## config.mk

```make
export PLATFORM = sky130hd
export DESIGN_NAME = rf_wport_arb
export DESIGN_NICKNAME = d
export VERILOG_FILES = /design/src/rtl/rf_wport_arb.sv
export SDC_FILE = /design/constraint.sdc
export NUM_CORES = 1
export LEC_CHECK = 0
export CORE_MARGIN = 1.5
export CORE_UTILIZATION = 41
export DETAILED_ROUTE_END_ITERATION = 16
export GPL_TIMING_DRIVEN = 0
export HOLD_SLACK_MARGIN = 0.03
export PLACE_DENSITY = 0.79
export SLEW_MARGIN = 20
export SYNTH_ARGS = -nofsm -noshare
export SYNTH_HDL_FRONTEND = slang
export SYNTH_SLANG_ARGS = --single-unit
```

## constraint.sdc

```tcl
create_clock -name clk -period 2.7 [get_ports clk]
set_input_delay 0.54 -clock clk [delete_from_list [all_inputs] [get_ports clk]]
set_output_delay 0.54 -clock clk [all_outputs]
set_load 0.05 [all_outputs]
```

## src/rtl/rf_wport_arb.sv

```systemverilog
`default_nettype none
// ============================================================================
// Module   : rf_wport_arb
// Purpose  : Arbiter/sequencer for the single register-file write port.
//            Shares the port between in-order pipeline commit and a queued
//            long-latency unit (LU). LU results wait in a small FIFO and drain
//            into idle write cycles; a starvation counter forces a FIFO grant
//            (stalling commit) once the head has waited STARVE_MAX cycles.
// Ports    : clk, reset (sync, active-low)
//            pipe_valid/pipe_we/pipe_waddr/pipe_wdata -> pipe_stall
//            lu_valid/lu_waddr/lu_wdata               -> lu_ready
//            rf_we/rf_waddr/rf_wdata/rf_src           (write port + source)
//            q_raddr1/q_raddr2 -> pend_hit1/pend_hit2 (queued-write lookup)
// Revision : 1.0 - initial release
// ============================================================================
module rf_wport_arb #(
  parameter int DEPTH      = 2,
  parameter int STARVE_MAX = 4
) (
  input  logic        clk,
  input  logic        reset,
  input  logic        pipe_valid,
  input  logic        pipe_we,
  input  logic [4:0]  pipe_waddr,
  input  logic [31:0] pipe_wdata,
  output logic        pipe_stall,
  input  logic        lu_valid,
  input  logic [4:0]  lu_waddr,
  input  logic [31:0] lu_wdata,
  output logic        lu_ready,
  output logic        rf_we,
  output logic [4:0]  rf_waddr,
  output logic [31:0] rf_wdata,
  output logic        rf_src,
  input  logic [4:0]  q_raddr1,
  input  logic [4:0]  q_raddr2,
  output logic        pend_hit1,
  output logic        pend_hit2
);

  localparam int              c_AW     = $clog2(DEPTH);
  localparam int              c_CW     = c_AW + 1;
  localparam logic [c_CW-1:0] c_DEPTH  = c_CW'(DEPTH);
  localparam logic [3:0]      c_STARVE = 4'(STARVE_MAX);

  logic [4:0]      r_mem_addr [DEPTH];
  logic [31:0]     r_mem_data [DEPTH];
  logic [c_AW-1:0] r_rd_ptr;
  logic [c_AW-1:0] r_wr_ptr;
  logic [c_CW-1:0] r_count;
  logic [3:0]      r_wait;

  logic             w_pw;
  logic             w_hv;
  logic             w_force;
  logic             w_deq;
  logic             w_acc;
  logic             w_enq;
  logic [DEPTH-1:0] w_ent_valid;
  logic [DEPTH-1:0] w_hit1;
  logic [DEPTH-1:0] w_hit2;

  // Writes to r0 are architectural no-ops: they neither use the port nor stall.
  assign w_pw    = pipe_valid & pipe_we & (pipe_waddr != 5'd0);
  assign w_hv    = (r_count != '0);
  assign w_force = w_hv & (r_wait == c_STARVE);

  // Ready depends only on registered occupancy, so a full FIFO stays closed
  // even in a cycle that drains it (no pass-through).
  assign lu_ready = (r_count < c_DEPTH);
  assign w_acc    = lu_valid & lu_ready;
  assign w_enq    = w_acc & (lu_waddr != 5'd0);

  always_comb begin
    rf_we      = 1'b0;
    rf_waddr   = 5'd0;
    rf_wdata   = 32'd0;
    rf_src     = 1'b0;
    pipe_stall = 1'b0;
    w_deq      = 1'b0;
    if (w_force) begin
      rf_we      = 1'b1;
      rf_waddr   = r_mem_addr[r_rd_ptr];
      rf_wdata   = r_mem_data[r_rd_ptr];
      rf_src     = 1'b1;
      pipe_stall = w_pw;
      w_deq      = 1'b1;
    end else if (w_pw) begin
      rf_we    = 1'b1;
      rf_waddr = pipe_waddr;
      rf_wdata = pipe_wdata;
    end else if (w_hv) begin
      rf_we    = 1'b1;
      rf_waddr = r_mem_addr[r_rd_ptr];
      rf_wdata = r_mem_data[r_rd_ptr];
      rf_src   = 1'b1;
      w_deq    = 1'b1;
    end
  end

  // An entry is live when its distance from the read pointer (mod DEPTH)
  // is below the occupancy count.
  for (genvar gi = 0; gi < DEPTH; gi++) begin : g_ent
    logic [c_AW-1:0] w_off;
    assign w_off           = c_AW'(gi) - r_rd_ptr;
    assign w_ent_valid[gi] = ({1'b0, w_off} < r_count);
    assign w_hit1[gi]      = w_ent_valid[gi] & (r_mem_addr[gi] == q_raddr1);
    assign w_hit2[gi]      = w_ent_valid[gi] & (r_mem_addr[gi] == q_raddr2);
  end

  assign pend_hit1 = (q_raddr1 != 5'd0) & (|w_hit1);
  assign pend_hit2 = (q_raddr2 != 5'd0) & (|w_hit2);

  always_ff @(posedge clk) begin
    if (!reset) begin
      r_rd_ptr <= '0;
      r_wr_ptr <= '0;
      r_count  <= '0;
      r_wait   <= '0;
    end else begin
      if (w_enq) r_wr_ptr <= r_wr_ptr + c_AW'(1);
      if (w_deq) r_rd_ptr <= r_rd_ptr + c_AW'(1);
      if (w_enq && !w_deq)      r_count <= r_count + c_CW'(1);
      else if (w_deq && !w_enq) r_count <= r_count - c_CW'(1);
      // Age of the current head; a fresh head always starts from zero.
      if (w_deq || !w_hv)       r_wait <= 4'd0;
      else if (r_wait != c_STARVE) r_wait <= r_wait + 4'd1;
    end
  end

  // Payload storage carries no reset; validity is tracked by the count.
  always_ff @(posedge clk) begin
    if (reset && w_enq) begin
      r_mem_addr[r_wr_ptr] <= lu_waddr;
      r_mem_data[r_wr_ptr] <= lu_wdata;
    end
  end

endmodule
`default_nettype wire

```

# [Word level (Yosys, flattened, before mapping)]
# Memory sizes are Yosys's and may differ from the RTL's. A register that Yosys moved wholly into a read port is not among the register bits.
# Index checks and enable logic that the tools add are counted.
[totals] regBits=8 mem_bits_rw=74 input_bits=89 out_inout_bits=43 n_memories=2
[mem_list] name="r_mem_data" depth=2 word_bits=32 read_ports=1 rd_clocked_by_memory_dff=1 wr=1 line="47" rtl="logic [31:0] r_mem_data [DEPTH];"
[mem_list] name="r_mem_addr" depth=2 word_bits=5 read_ports=3 rd_clocked_by_memory_dff=1 wr=1 line="46" rtl="logic [4:0] r_mem_addr [DEPTH];"
[classes] add_sub_neg=7 order_cmp=3 eq_ne=6 muxes=20 n_bitwise=12 n_reduce_logical=16
[ops] op="$mux 32" n=3
[ops] op="$eq 5x5->1" n=4
[ops] op="$reduce_bool 5->1" n=4
[ops] op="$mux 5" n=3
[ops] op="$mux 1" n=12
[ops] op="$and 1x1->1" n=11
[ops] op="$reduce_or 2->1" n=3
[ops] op="$add 4x1->4 const B" n=1
[ops] op="$eq 4x3->1 const B" n=1
[ops] op="$lt 1x2->1" n=2
[ops] op="$mux 2" n=2
[ops] op="$ne 4x3->1 const B" n=1
[ops] op="$reduce_bool 2->1" n=2
[ops] op="$logic_and 1x1->1" n=3
[ops] op="$logic_not 1->1" n=3
[ops] op="$add 1x1->1 const B" n=2
[ops] op="$add 2x1->2 const B" n=1
[ops] op="$lt 2x2->1 const B" n=1
[ops] op="$sub 1x1->1 const A" n=2
[ops] op="$sub 2x1->2 const B" n=1
[ops] op="$logic_or 1x1->1" n=1
[ops] op="$not 1->1" n=1

# [Depth between registers and ports, before layout]
# Gate-level depths: netlist of run 1.
[logic_depth] depth_word=7 depth_mapped=10

# [Worst setup path before layout of run 1]
# No wires, ideal clock.
[synth_path] path_type="register -> register" start="reg r_count[1]" end="mem r_mem_addr[0][0] (enable)" arrival_ns=2.615 t_required_ns=2.269 slack_ns=-0.346 path_stages_with_launch=5 path_buffers=0 synth_period_minus_slack_ns=3.046 path_cell_list="dfxtp_1 > inv_1 > o311a_1 > nand2_1 > nor2_1"
[synth_via] elab_chain_cells=6
[synth_lines] item="start: declaration" line="50" rtl="logic [c_CW-1:0] r_count;"
[synth_lines] item="start signal: assignment" line="123" rtl="if (w_enq && !w_deq) r_count <= r_count + c_CW'(1);"
[synth_lines] item="start signal: assignment" line="124" rtl="else if (w_deq && !w_enq) r_count <= r_count - c_CW'(1);"
[synth_lines] item="$lt 2x2->1" line="70" rtl="assign lu_ready = (r_count < c_DEPTH);"
[synth_lines] item="net lu_ready" line="30" rtl="output logic lu_ready,"
[synth_lines] item="$and 1x1->1" line="71" rtl="assign w_acc = lu_valid & lu_ready;"
[synth_lines] item="$and 1x1->1" line="72" rtl="assign w_enq = w_acc & (lu_waddr != 5'd0);"
[synth_lines] item="net w_enq" line="58" rtl="logic w_enq;"
[synth_lines] item="$logic_and 1x1->1" line="133" rtl="if (reset && w_enq) begin"
[synth_lines] item="$mux 1" line="133"
[synth_lines] item="$mux 1 (implied by the code)" line="134" rtl="r_mem_addr[r_wr_ptr] <= lu_waddr;"
[synth_lines] item="end: declaration" line="46"
# The timed path passes the listed nets, and every way through them passes these cells.

# [Worst setup path after layout of run 1]
[layout_path] start="in pipe_waddr[4]" end="out rf_wdata[12]"
[layout_via] elab_chain_cells=4
[layout_lines] item="start: declaration" line="24" rtl="input logic [4:0] pipe_waddr,"
[layout_lines] item="$reduce_bool 5->1" line="64" rtl="assign w_pw = pipe_valid & pipe_we & (pipe_waddr != 5'd0);"
[layout_lines] item="$and 1x1->1" line="64"
[layout_lines] item="$mux 32" line="88" rtl="end else if (w_pw) begin"
[layout_lines] item="$mux 32" line="81" rtl="if (w_force) begin"
[layout_lines] item="end: declaration" line="33" rtl="output logic [31:0] rf_wdata,"
# No other way between the ends.

==> results of run 1 <==
==> cell usage after synthesis (all sizes together) <==
library cell	n	area, um^2
buf	8	51.3
nor4	2	12.5
clkbuf	3	11.3
a21oi	8	40.0
or2	1	6.26
o2bb2ai	37	324
o21ai	2	13.8
nand3b	1	7.51
xnor2	11	96.3
or4b	1	10.0
nor2b	1	6.26
nand2	5	21.3
nand3	3	15.0
nor2	13	48.8
dfxtp	9	180
edfxtp	74	2220
and3	1	6.26
nor3	3	15.0
o22ai	1	6.26
ha	3	37.5
or4	2	18.8
o311a	1	10.0
xor2	12	105
inv	6	22.5
o2111ai	2	17.5
a21o	1	7.51
o211ai	1	12.5
and2	1	6.26
a2bb2oi	1	8.76
mux2i	37	370
or3	3	18.8
==> cell families after synthesis <==
family          count (synthesis)
compound gates                 54
xor+xnor                       23
fa+ha+maj                       3
buf+inv                        17
flops                          83
mux                            37
simple gates                   37
==> layout make-up <==
type,count,area (um^2),share of cell area [%]
plain buffers,11,121,1.96
inverters,6,22.5,0.365
well taps,108,135,2.19
multi-input cells,154,1650,26.7
clock inverters,6,88.8,1.44
repair buffers,151,1630,26.4
clock buffers,10,128,2.07
flip-flops and latches,83,2400,38.9
==> flip-flops by register name, summed over array words and instances, names as in the netlist, named ones only <==
name / cells
r_count: 2
r_mem_addr: 10
r_wait: 4
r_mem_data: 64
r_rd_ptr: 1
r_wr_ptr: 1
==> stage by stage <==
stage          setup WS [ns]  std cells  hold slack (ns)
2_1_floorplan         -0.215        254            0.430
3_3_place_gp           -1.18        493            0.443
3_5_place_dp           -1.23        495            0.462
4_1_cts              -0.0286        518            0.480
5_1_grt              -0.0259        529            0.453
6_report            -0.00317        529            0.438
==> placed cells by master, fill, tap and decap left out, types with 2 or more instances in the layout <==
cell type / n
a21oi_1: 8
buf_12: 7
buf_16: 2
buf_2: 6
buf_4: 16
buf_6: 35
buf_8: 4
bufinv_16: 2
clkbuf_16: 3
clkbuf_2: 4
clkbuf_8: 9
clkdlybuf4s50_1: 83
dfxtp_1: 7
dfxtp_2: 2
dlymetal6s2s_1: 2
edfxtp_1: 74
ha_1: 3
inv_1: 6
mux2i_1: 37
nand2_1: 4
nand3_1: 3
nor2_1: 10
nor2_4: 2
nor3_1: 3
nor4_1: 2
o2111ai_1: 2
o2bb2ai_1: 4
o2bb2ai_2: 20
o2bb2ai_4: 13
or3_1: 3
xnor2_1: 11
xor2_1: 12
==> how the worst max path moves through the flow <==
stage / from / to / slack, ns / depth (start not counted)
after detailed placement: pipe_waddr[3] / rf_waddr[0] / -1.23 / 7
after CTS: pipe_waddr[2] / rf_waddr[3] / -0.03 / 8
after global routing: pipe_waddr[4] / rf_wdata[30] / -0.03 / 9
after floorplan: pipe_waddr[0] / rf_waddr[0] / -0.21 / 6
after global placement: pipe_waddr[3] / rf_waddr[0] / -1.18 / 7
final: pipe_waddr[4] / rf_wdata[12] / -0.003 / 9
==> where the power goes <==
group	total [uW]	switching [uW]	internal (uW)
combinational	2860	1750	1110
clock	964	440	524
sequential	1590	67.3	1520
==> metal layers <==
layer | wire length [um] | track usage, %
met5 | 0 | 0
met4 | 172 | 8.34
met3 | 539 | 4.72
met2 | 5790 | 38.4
met1 | 4130 | 23.2
==> critical path, cell delays in order <==
cell,delay [ns]
buf_8,0.10
or4_4,0.56
buf_6,0.14
o21ai_4,0.16
nor2_4,0.09
buf_6,0.13
clkbuf_16,0.16
o2bb2ai_4,0.12
buf_6,0.16
==> what timing repair did <==
action / CTS / global route
gates resized for setup: 320 / 53
pin swaps: 5 / 3
endpoints found under the setup margin: 43 / 40
buffers inserted: 5 / 8
cloned: 2 / 3
==> metrics.txt, run 1 <==
placed inst area=0.00530 mm^2; Worst-Margin Slew=0.537 ns; PD cells=877 mW/mm^2; gr ovfl total=0; Max Buffers Root-to-Sink=2; Seq/Total Area, Yosys=64.4%; R2R setup slack=0.43 ns; violated checks=setup timing; hold buffer count at CTS=0; Hold Vio Cnt, Final=0; fin nets=508; total track usage=20.9%; Fillers=590; data arrival time of the worst path=2.16 ns; Final HPWL DP=7000 um; status=complete, but fails checks; # DRC=0; first-pass GRT wire length=15,500 um; mux contribution to synthesized area=9.93%; reg2reg end=r_count[1]; Setup WS post-layout=-0.00317 ns; area grow syn2layout=65.6%; Die X=98.4 um; Synth Area per Inst=14.7 um^2; H-tree depth=3; FF-to-FF path depth=9; routed via count=2,829; Fin Setup TNS=-0.00317 ns; main combinational cell family by area after synthesis=compound AO/OA/AOI/OAI gates; Synth Area in Simple Gates=5.17%; antenna viol nets, final=0; critical path endpoint category=primary output; Die Y=98.4 um; WL final=10,600 um; Synth Area in XOR/XNOR=5.40%; die area=0.00968 mm^2; Slew HR=64.1%; Syn Inst Count=254; Core Box Area=0.00876 mm^2; ANT cells=0; drt wl/cell=20.1 um; total power=5420 uW; clock skew=0.00953 ns; max-slew violation total from the final report=0; mapped cell area=0.00373 mm^2; Final Wtd Congestion=0.825; post-layout util=70.5%; Clock transition at path regs=0.08 ns; yosys warns=0; vias in the first global route=2,982; Hold Crit Depth=1; Initial Utilization=42.6%; worst skew pair latency=0.34 ns; HP Class=reg -> reg; ratio of cells with drive above 1 in the final layout=32.5%; final setup fails=1; period utilisation layout=100%; Post-Synth Adder-Cell Area=1.01%; crit path launch type=input port; Final Cell Area=0.00618 mm^2; unrepaired setup endpoints after global routing=yes; number of port buffers=131; HP Start=r_wait[0]; Period minus WS final=2.70 ns; Leakage=0.00219 uW; First-pass DRT Iterations=4; Synth Area in Compound Gates=11.8%; Hold Path Sink=r_wait[0]; #FFs+latches synth=83; Netlist cell types=36; vias per cell=5.35; worst ir drop on vdd=0.624 mV; Post-Syn Nets=346; # IOs=132; maxcap violations=0; Reg-to-Reg Start=r_wait[1]; largest net degree at the start of global routing=23; clk root buf=clkbuf_8; antenna violations before repair=0; Iter 0 DRT Violations=97; CTS tree=built; highest clock rate=370 MHz; row count=34; CTS buffer count=9; worst path required time=2.16 ns; CP Class=in -> out; Clock Sink Count=83; CP Max Fanout=5
Power figures use the tool's default switching activity.
==> inputs of run 2 (changes only) <==
--- a/config.mk
+++ b/config.mk
@@ -5,12 +5,13 @@
 export SDC_FILE = /design/constraint.sdc
 export NUM_CORES = 1
 export LEC_CHECK = 0
+export CAP_MARGIN = 20
 export CORE_MARGIN = 1.5
 export CORE_UTILIZATION = 41
 export DETAILED_ROUTE_END_ITERATION = 16
 export GPL_TIMING_DRIVEN = 0
 export HOLD_SLACK_MARGIN = 0.03
-export PLACE_DENSITY = 0.79
+export PLACE_DENSITY = 0.77
 export SLEW_MARGIN = 20
 export SYNTH_ARGS = -nofsm -noshare
 export SYNTH_HDL_FRONTEND = slang
==> metrics.txt, run 2 (same netlist as run 1, synthesis figures left out) <==
status=completed; switching power=2190 uW (-3.2%); Worst-Margin Slew=0.634 ns (+0.0974 ns); Hold Crit Depth=1 (unchanged); worst skew pair latency=0.35 ns (about the same); top flop regs=r_mem_data: 64 flops, r_mem_addr: 10 flops, r_wait: 4 flops; area grow syn2layout=60.9%; max-slew violation total from the final report=0 (unchanged); First-pass DRT Iterations=4 (unchanged); period utilisation layout=98.6% (-1.5 points); highest metal layer with signal wires=met4; critical path endpoint category=primary output; clock skew=0.00864 ns (-0.000891 ns); WL final=9840 um (-7.4%); row count=34 (unchanged); clock network fraction of total power=19.7% (+1.9 points); Clock Sink Count=83 (unchanged); largest net degree at the start of global routing=23 (unchanged); post-layout util=68.5% (-2.0 points); Largest delay share family, worst path=buffers and inverters; Iter 0 DRT Violations=80 (-18%); FF-to-FF path depth=10 (+1); CP Class=in -> out; Biggest register=r_mem_data; CP Max Fanout=10 (+5); Final Cell Area=0.00600 mm^2 (-2.8%); Reg power frac=29.5% (about the same); Crit. path cell count=7 (-2); # DRC=0 (unchanged); gr ovfl total=0 (unchanged); Initial Utilization=42.6% (unchanged); CTS buffer count=9 (unchanged); maxcap violations=0 (unchanged); Max Buffers Root-to-Sink=2 (unchanged); R2R setup slack=0.47 ns (+0.04 ns); metal3 WL=552 um (+2.4%); HP Class=reg -> reg; Hold Vio Cnt, Final=0 (unchanged); critical path's slowest cell=clkdlybuf4s50_1; vias in the first global route=2,956 (-0.87%); Die Y=98.4 um (unchanged); Leakage=0.00214 uW (-2.5%); Finished Layout Cells=521 (-1.5%); Gate power share=50.8% (-2.0 points); Inst Count DP=495 (unchanged); data arrival time of the worst path=2.12 ns (-0.04 ns); PD cells=896 mW/mm^2 (+2.2%); worst ir drop on vdd=0.559 mV (-10%); crit path cell chain=clkdlybuf4s50_1 -> and2_4 -> o21ai_4 -> nor2_4 -> buf_8 -> o2bb2ai_1 -> buf_4; number of port buffers=131 (unchanged); antenna violations before repair=0 (unchanged); most common cell after layout, fill and taps aside=clkdlybuf4s50_1; die area=0.00968 mm^2 (unchanged); Final Wtd Congestion=0.851 (+3.1%); switching share of total power=40.7% (-1.1 points); unrepaired setup endpoints after global routing=yes; CTS tree=built; Worst path max stage delay=0.47 ns (-0.09 ns); Slew HR=57.6% (-6.5 points); Clock transition at path regs=0.08 ns (about the same); hold buffer count at CTS=0 (unchanged); number of flip-flops in the largest register=64 (unchanged); worst path required time=2.16 ns (about the same); internal power=3190 uW (+1.1%); fin nets=501 (-1.4%); most frequent cells in the layout=81 x clkdlybuf4s50_1, 74 x edfxtp_1, 37 x mux2i_1; antenna viol nets, final=0 (unchanged); Fin Hold WS=0.478 ns (+0.0399 ns); HP Start=r_wait[0]; Fin Setup TNS=0 ns (+0.00317 ns); Fillers=629 (+6.6%); total track usage=20.6% (-0.25 points); placed inst area=0.00531 mm^2 (+0.14%); ratio of cells with drive above 1 in the final layout=29.8% (-2.8 points); Die X=98.4 um (unchanged); Core Box Area=0.00876 mm^2 (unchanged); # IOs=132 (unchanged); Reg-to-Reg Start=r_wait[0]; clk root buf=clkbuf_8; drt wl/cell=18.9 um (-6.0%); highest clock rate=376 MHz (+1.5%); routed metal-1 wirelength=4110 um (-0.56%); reg2reg end=r_count[1]; Final HPWL DP=6710 um (-4.1%); ANT cells=0 (unchanged); H-tree depth=3 (unchanged); crit path launch type=input port; vias per cell=5.31 (-0.80%); met2 wire len=5000 um (-14%); Hold Path Sink=r_wait[0]; routed via count=2,764 (-2.3%); first-pass GRT wire length=15,300 um (-1.1%); crit path buf inv count=3 (-2); Period minus WS final=2.66 ns (-0.0404 ns); final setup fails=0 (-1)
run 2: cell types whose count changed in the layout (fill, tap and decap cells not counted), moves of 2 or more:
cell	delta
buf_12	-3
buf_4	+5
dlygate4sd2_1	+2
o2bb2ai_1	+2
dfxtp_1	+2
clkbuf_16	-2
buf_6	-8
dlymetal6s2s_1	+2
o2bb2ai_2	+2
clkbuf_2	-2
o2bb2ai_4	-4
clkdlybuf4s50_1	-2
dfxtp_2	-2
run 2: final cells by class:
type	instances	area, um^2	area share (%)
buffer	11	121	2.02
clock buffer	9	124	2.06
clock inverter	6	114	1.90
inverter	6	22.5	0.375
multi-input combinational	154	1580	26.4
sequential	83	2400	40.0
tap	108	135	2.25
timing repair buffer	144	1500	25.0
run 2: metal layers:
metal | GRT usage, % | vias to the layer above
li1 | - | 1303
met2 | 35.4 | 94
met5 | 0 | -
met1 | 25.4 | 1351
met4 | 8.34 | 0
met3 | 4.37 | 16
run 2: power by group through the flow:
stage	logic, uW	clock network [uW]	registers [uW]
floorplan	1540	0	1600
global placement	2290	0	1610
detailed placement	2350	0	1610
CTS	2690	1080	1590
global route	2860	1130	1600
finish	2730	1060	1590
run 2: worst max-delay path by stage:
stage	from	endpoint	slack [ns]
final	pipe_we	rf_wdata[20]	0.04
after global placement	pipe_waddr[3]	rf_waddr[0]	-1.18
after detailed placement	pipe_waddr[3]	rf_waddr[0]	-1.21
after floorplan	pipe_waddr[0]	rf_waddr[0]	-0.21
after CTS	pipe_waddr[0]	rf_wdata[24]	0.02
after global routing	pipe_we	rf_wdata[20]	-0.03
run 2: what timing repair did:
action | in CTS | in global routing
buffers inserted | 7 | 1
gates resized for setup | 321 | 26
pin swaps | 6 | 4
endpoints found under the hold margin | 0 | 0
endpoints found under the setup margin | 43 | 40
cloned | 2 | 1
run 2: per-stage QoR:
stage	worst slack [ns]	power [uW]
after floorplan	-0.215	3140
after CTS	0.0162	5350
after global placement	-1.18	3910
final	0.0372	5380
after detailed placement	-1.21	3960
after global routing	-0.0319	5590
